`config.mk`:
```
export PLATFORM = sky130hd
export DESIGN_NAME = bin2bcd_seq
export DESIGN_NICKNAME = d
export VERILOG_FILES = /design/src/rtl/bin2bcd_seq.sv
export SDC_FILE = /design/constraint.sdc
export NUM_CORES = 1
export LEC_CHECK = 0
export ABC_AREA = 1
export BUFFER_PORTS_ARGS = -buffer_cell sky130_fd_sc_hd__clkbuf_2
export CORE_MARGIN = 4
export CORE_UTILIZATION = 45
export CTS_BUF_LIST = sky130_fd_sc_hd__clkbuf_8
export DETAILED_ROUTE_END_ITERATION = 12
export GPL_TIMING_DRIVEN = 0
export HOLD_SLACK_MARGIN = 0.15
export PLACE_DENSITY_LB_ADDON = 0.08
export SYNTH_ARGS = -nofsm -noshare
export SYNTH_HDL_FRONTEND = slang
export SYNTH_SLANG_ARGS = --single-unit
```
`constraint.sdc`:
```
create_clock -name i_clk -period 2.55 [get_ports i_clk]
set_clock_uncertainty 0.05 [all_clocks]
set_input_delay 0.51 -clock i_clk [delete_from_list [all_inputs] [get_ports i_clk]]
set_output_delay 0.51 -clock i_clk [all_outputs]
set_load 0.02 [all_outputs]
```
`src/rtl/bin2bcd_seq.sv`:
```
// Sequential double-dabble binary-to-BCD converter: one shift-and-adjust step per clock.
// Optional leading-zero blanking (digits above the MSD become 4'hF) under BIN2BCD_BLANK_EN.
module bin2bcd_seq #(
  parameter int W      = 30,
  parameter int DIGITS = 10,
  parameter int CNT_W  = 5
) (
  input  logic                  i_clk,
  input  logic                  i_rst_n,
  input  logic                  i_start,
  input  logic [W-1:0]          i_bin,
  output logic                  o_busy,
  output logic                  o_done,
  output logic [4*DIGITS-1:0]   o_bcd,
  output logic                  o_ovf
);

  localparam int BW = 4 * DIGITS;

  // Handshake: i_start is a level sampled on every rising edge in IDLE; a sampled 1 is the
  // accepted start and captures i_bin. o_busy is high from that edge until the completing
  // edge, where o_done pulses for one cycle and o_bcd/o_ovf update together.
  typedef enum logic {IDLE, SHIFT} state_t;

  state_t           state_q, state_d;
  logic [W-1:0]     bin_q, bin_d;
  logic [BW-1:0]    bcd_q, bcd_d;
  logic             ovf_q, ovf_d;
  logic [CNT_W-1:0] cnt_q, cnt_d;
  logic             busy_d, done_d, oovf_d;
  logic [BW-1:0]    obcd_d;
  logic [BW-1:0]    adj_bcd;
  logic [BW-1:0]    shift_bcd;
  logic             shift_out;

  function automatic logic [BW-1:0] adjust(input logic [BW-1:0] b);
    adjust = b;
    for (int i = 0; i < DIGITS; i++) begin
      if (b[4*i +: 4] >= 4'd5) adjust[4*i +: 4] = b[4*i +: 4] + 4'd3;
    end
  endfunction

`ifdef BIN2BCD_BLANK_EN
  // Digit 0 is never blanked so a zero result still shows "0".
  function automatic logic [BW-1:0] publish(input logic [BW-1:0] b);
    logic lead;
    publish = b;
    lead    = 1'b1;
    for (int i = DIGITS - 1; i >= 1; i--) begin
      if (lead && (b[4*i +: 4] == 4'd0)) publish[4*i +: 4] = 4'hF;
      else                               lead = 1'b0;
    end
  endfunction
`else
  function automatic logic [BW-1:0] publish(input logic [BW-1:0] b);
    publish = b;
  endfunction
`endif

  always_comb begin
    adj_bcd   = adjust(bcd_q);
    shift_bcd = {adj_bcd[BW-2:0], bin_q[W-1]};
    shift_out = adj_bcd[BW-1];

    state_d = state_q;
    bin_d   = bin_q;
    bcd_d   = bcd_q;
    ovf_d   = ovf_q;
    cnt_d   = cnt_q;
    busy_d  = o_busy;
    done_d  = 1'b0;
    obcd_d  = o_bcd;
    oovf_d  = o_ovf;

    case (state_q)
      IDLE: begin
        if (i_start) begin
          bin_d   = i_bin;
          bcd_d   = '0;
          ovf_d   = 1'b0;
          cnt_d   = CNT_W'(W);
          busy_d  = 1'b1;
          state_d = SHIFT;
        end
      end
      SHIFT: begin
        bin_d = bin_q << 1;
        bcd_d = shift_bcd;
        ovf_d = ovf_q | shift_out;
        cnt_d = cnt_q - CNT_W'(1);
        // Last step: publish the result computed on this very edge.
        if (cnt_q == CNT_W'(1)) begin
          obcd_d  = publish(shift_bcd);
          oovf_d  = ovf_q | shift_out;
          done_d  = 1'b1;
          busy_d  = 1'b0;
          state_d = IDLE;
        end
      end
      default: state_d = IDLE;
    endcase
  end

  always_ff @(posedge i_clk or negedge i_rst_n) begin
    if (!i_rst_n) begin
      state_q <= IDLE;
      bin_q   <= '0;
      bcd_q   <= '0;
      ovf_q   <= 1'b0;
      cnt_q   <= '0;
      o_busy  <= 1'b0;
      o_done  <= 1'b0;
      o_bcd   <= '0;
      o_ovf   <= 1'b0;
    end else begin
      state_q <= state_d;
      bin_q   <= bin_d;
      bcd_q   <= bcd_d;
      ovf_q   <= ovf_d;
      cnt_q   <= cnt_d;
      o_busy  <= busy_d;
      o_done  <= done_d;
      o_bcd   <= obcd_d;
      o_ovf   <= oovf_d;
    end
  end

endmodule

```
# Word-level counts from Yosys, hierarchy flattened
# Cells that the tools add are included.
# totals
out_inout_bits	43
input_bits	33
reg_bits	120
wordCells	63
# classes
n_eq_ne	3
addsub	11
muxes	26
order_cmp	10
reduce_logical	2
bitwise	2
# op_table
op	count
$pmux W40 S2	1
$pmux W30 S2	1
$add A4 B2 Y4 const B	10
$ge A4 B3 Y1 const B	10
$mux W4	10
$mux W40	1
$mux W30	1
$pmux W5 S2	1
$mux W1	7
$pmux W1 S2	3
$eq A5 B1 Y1 const B	1
$mux W5	1
$sub A5 B1 Y5 const B	1
$reduce_and A2 Y1	2
$ne A2 B1 Y1 const B	1
$ne A2 B2 Y1 const B	1
$not A1 Y1	1
$or A1 B1 Y1	1

# Depth between registers and ports, before layout
# depth
ltp_word	4
depth_mapped	10
depth_no_buf	10

# Worst setup path before layout
# Ideal clock, no wire load.
# synth_timing
kind	flip-flop to flip-flop
from	register cnt_q[1]
to	register o_bcd[12]
t_required_ns	2.382
setup_time_ns	0.118
slack_ns	1.165
arrival_time_ns	1.217
stages_incl_launch_ff	10
n_path_buf	2
synth_period_minus_slack_ns	1.385
cell_sequence	dfrtp_1 > inv_1 > ha_1 > nand2_1 > nor3_4 > inv_2 > buf_2 > buf_6 > nand2_1 > nand2_1
# synth_between
elab_chain_cells	2
# synth_rtl
element	line	rtl
start, declared	29	logic [CNT_W-1:0] cnt_q, cnt_d;
start signal, assigned	120	cnt_q <= cnt_d;
$eq A5 B1 Y1	92	if (cnt_q == CNT_W'(1)) begin
$reduce_and A2 Y1 (no source line)	-	
end signal, assigned	113	o_bcd <= '0;
end signal, assigned	123	o_bcd <= obcd_d;
end, declared	14	output logic [4*DIGITS-1:0] o_bcd,
# Every way passes these cells.
# A chain may end at the register's enable or synchronous reset.

# Final worst setup path
# layout_timing
from	register cnt_q[1]
to	register o_bcd[0]
# The elaborated chain is that of the path after synthesis.

==> load_flow_metrics.sql <==
INSERT INTO impl_metrics (metric_group, metric, value, unit) VALUES
('outcome', 'status', 'completed', ''),
('logic_synthesis', 'synthesis.area', '5740', 'µm²'),
('worst_setup_path', 'crit_path_cell_trace', 'inv_1 -> ha_1 -> nand2_1 -> nor3_4 -> inv_2 -> clkbuf_1 -> o21ai_0', ''),
('place', 'dp_hpwl', '9550', 'µm'),
('grt', 'grt.total_usage', '19.9', '%'),
('grt', 'global_route.peak_usage_layer', 'met2', ''),
('run', 'max_cap_violations', '0', ''),
('grt', 'antenna_found_initial', '0', ''),
('final_layout', 'finish.net_count', '839', ''),
('sta', 'finalSetupViolCount', '0', ''),
('power_and_ir_drop', 'leakage', '3.58', 'nW'),
('grt', 'globalRouteOverflowTotal', '0', ''),
('power_and_ir_drop', 'vdd_drop_max', '0.506', 'mV'),
('worst_setup_path', 'critical_path_peak_fanout', '10', ''),
('routing', 'detailedRoute.firstPassIterationCount', '8', ''),
('sta', 'worst_slack', '0.847', 'ns'),
('routing', 'detailedRoute.firstIterationViolations', '320', ''),
('routing', 'drt-vias-per-instance', '5.07', ''),
('cts', 'cts_hold_repair.buffers', '1', ''),
('sta', 'timing.max_slew.rel_slack', '53.3', '%'),
('final_layout', 'multi_input_comb_area', '2310', 'µm²'),
('worst_setup_path', 'worstSetupPathDepth', '7', ''),
('logic_synthesis', 'synth_largest_type_area_fraction', '52.3', '%'),
('worst_setup_path', 'setup.worst_path.end_class', 'register', ''),
('cts', 'cts_bufs_inserted', '17', ''),
('cts', 'cts.root.buffer_cell', 'sky130_fd_sc_hd__clkbuf_8', ''),
('worst_setup_path', 'ff_to_ff_end', 'o_bcd[0]$_DFFE_PN0P_', ''),
('sta', 'final-max-slew-violation-count', '0', ''),
('routing', 'drt.antenna.violating_nets', '0', ''),
('worst_hold_path', 'hold_path.class', 'in -> reg', ''),
('logic_synthesis', 'ys_warn_count', '0', ''),
('power_and_ir_drop', 'powerDensity', '1340', 'nW/µm²'),
('sta', 'fmaxAchievable', '587', 'MHz'),
('logic_synthesis', 'synthDistinctLibCells', '21', ''),
('final_layout', 'n_antenna_cell', '0', ''),
('worst_setup_path', 'worst-endpoint-arrival', '1.95', 'ns'),
('final_layout', 'most_common_cell_after_layout_fill_and_taps_aside', 'sky130_fd_sc_hd__nand2_1', ''),
('routing', 'detail_route.wl_per_cell', '14.1', 'µm'),
('die', 'coreArea', '12600', 'µm²'),
('place', 'detailedPlace.worstSlack', '0.764', 'ns'),
('die', 'chipHeight', '121', 'µm'),
('final_layout', 'drive_gt1_share', '15.8', '%'),
('cts', 'clkSlewWorstSetupHoldPaths', '0.07', 'ns'),
('routing', 'postRouteWirelength', '13700', 'µm'),
('worst_setup_path', 'reg2reg_from', 'cnt_q[1]$_DFFE_PN0P_', ''),
('grt', 'grt_use_met2', '31.7', '%'),
('worst_setup_path', 'crit_path_max_incr_delay', '0.53', 'ns'),
('sta', 'layout_worst_path_cycle_share', '66.8', '%'),
('sta', 'grt_setup_unrepaired', 'no', ''),
('worst_setup_path', 'reg2reg_setup_slack', '0.85', 'ns'),
('logic_synthesis', 'yosysSeqAreaShare', '52.3', '%'),
('worst_setup_path', 'worstPathBufferInverterCount', '3', ''),
('worst_hold_path', 'timing.hold.worst.start', 'i_bin[26]', ''),
('cts', 'cts_htree_levels', '4', ''),
('cts', 'cts_buffer_depth', '2', ''),
('grt', 'first_global_vias', '4784', ''),
('logic_synthesis', 'top_post_synthesis_cells_by_area', 'sky130_fd_sc_hd__dfrtp_1 52%, sky130_fd_sc_hd__nand2_1 17%, sky130_fd_sc_hd__nand3_1 7.4%, sky130_fd_sc_hd__ha_1 4.8%, sky130_fd_sc_hd__inv_1 4.5%', ''),
('cts', 'clk-insertion-delay-late', '0.44', 'ns'),
('logic_synthesis', 'synth_top_cell_by_area', 'sky130_fd_sc_hd__dfrtp_1', ''),
('final_layout', 'filler_cell_count', '1206', ''),
('logic_synthesis', 'avgSynthCellArea', '8.35', 'µm²'),
('place', 'port_buffer_count', '75', ''),
('grt', 'first_pass_grt_wire_length', '22700', 'µm'),
('logic_synthesis', 'synth-seq-cells', '120', ''),
('final_layout', 'area_growth_syn_to_layout', '18.7', '%'),
('die', 'floorplan.initialDensity', '45.7', '%'),
('worst_hold_path', 'worst_hold_path.endpoint', 'bin_q[26]$_DFFE_PN0P_', ''),
('cts', 'post_cts_setup_buffer_count', '0', ''),
('worst_setup_path', 'timing.critical_path.from_type', 'register', ''),
('cts', 'post_cts_resized', '0', ''),
('worst_hold_path', 'holdPathStages', '3', '');
==> cell families after synthesis <==
logic type | count (synthesis) | share of synthesized area, %
flip-flops | 120 | 52.3
AND/OR/NAND/NOR | 345 | 24.7
buffers and inverters | 99 | 7.47
adder cells (fa/ha/maj) | 22 | 4.79
AO/OA/AOI/OAI | 102 | 10.8
==> where the power goes <==
part	internal (W)	switching [W]	leakage, nW
Clock	0.00111	0.000750	0.233
Sequential	0.00278	0.000584	1.51
Combinational	0.00135	0.00259	1.84
Total	0.00524	0.00392	3.58
==> state kept, by name (all words and copies together), names as in the netlist <==
signal	flops
o_ovf	1
bcd_q	40
o_bcd	40
cnt_q	5
ovf_q	1
state_q	1
o_done	1
bin_q	30
o_busy	1
==> cell type report <==
type | instances | area share [%]
plain buffers | 27 | 2.29
clock buffers | 23 | 4.64
well taps | 172 | 3.16
repair buffers | 77 | 6.19
clock inverters | 9 | 1.74
inverters | 72 | 4.00
multi-input cells | 469 | 33.9
flip-flops and latches | 120 | 44.1
==> layer usage <==
metal  vias to the layer above  share of wire (%)
met5                         -                  0
met4                         0                1.7
met3                        21                3.7
met2                       104                 47
met1                      2341                 48
li1                       2449                  -
==> stage by stage <==
step / hold slack [ns] / utilization [%] / cells / area, µm² / setup TNS (ns)
2_1_floorplan: 0.164 / - / 688 / 5740 / 0
4_1_cts: 0.204 / 54.2 / 969 / 6820 / 0
3_5_place_dp: 0.396 / 50.7 / 936 / 6370 / 0
3_3_place_gp: 0.409 / 50.4 / 935 / 6330 / -109.05
5_1_grt: 0.225 / 54.2 / 969 / 6820 / 0
6_report: 0.227 / 54.2 / 969 / 6820 / 0
==> synth_stat cells <==
| master | count |
|---|---|
| sky130_fd_sc_hd__o21ai_0 | 47 |
| sky130_fd_sc_hd__a22oi_1 | 1 |
| sky130_fd_sc_hd__nand2_2 | 1 |
| sky130_fd_sc_hd__o211ai_1 | 23 |
| sky130_fd_sc_hd__nand2_1 | 254 |
| sky130_fd_sc_hd__inv_4 | 1 |
| sky130_fd_sc_hd__dfrtp_1 | 120 |
| sky130_fd_sc_hd__a21oi_1 | 14 |
| sky130_fd_sc_hd__clkbuf_1 | 12 |
| sky130_fd_sc_hd__clkinv_1 | 1 |
| sky130_fd_sc_hd__ha_1 | 22 |
| sky130_fd_sc_hd__buf_4 | 2 |
| sky130_fd_sc_hd__inv_1 | 69 |
| sky130_fd_sc_hd__o221ai_1 | 11 |
| sky130_fd_sc_hd__o22ai_1 | 6 |
| sky130_fd_sc_hd__inv_2 | 1 |
| sky130_fd_sc_hd__nor2_1 | 4 |
| sky130_fd_sc_hd__nand3_1 | 85 |
| sky130_fd_sc_hd__nor3_4 | 1 |
| sky130_fd_sc_hd__buf_2 | 8 |
| sky130_fd_sc_hd__buf_6 | 5 |
==> worst reg2reg max path: cells and delay by family, from the launching register on <==
kind / cells / cell delay, ns
buf+inv: 3 / 0.66
flops: 1 / 0.35
fa+ha+maj: 1 / 0.18
compound gates: 1 / 0.16
simple gates: 2 / 0.15
==> how the worst max path moves through the flow <==
stage                          startpoint                    end  slack (ns)
finish               cnt_q[1]$_DFFE_PN0P_   o_bcd[0]$_DFFE_PN0P_        0.85
global placement                  i_rst_n  bcd_q[21]$_DFFE_PN0P_       -0.92
global route        bcd_q[32]$_DFFE_PN0P_  bcd_q[34]$_DFFE_PN0P_        0.70
floorplan            cnt_q[1]$_DFFE_PN0P_  o_bcd[12]$_DFFE_PN0P_        1.17
CTS                  cnt_q[1]$_DFFE_PN0P_   o_bcd[0]$_DFFE_PN0P_        0.87
detailed placement                i_start  bcd_q[39]$_DFFE_PN0P_        0.76
Note: power is estimated with default switching activity, not from simulation.
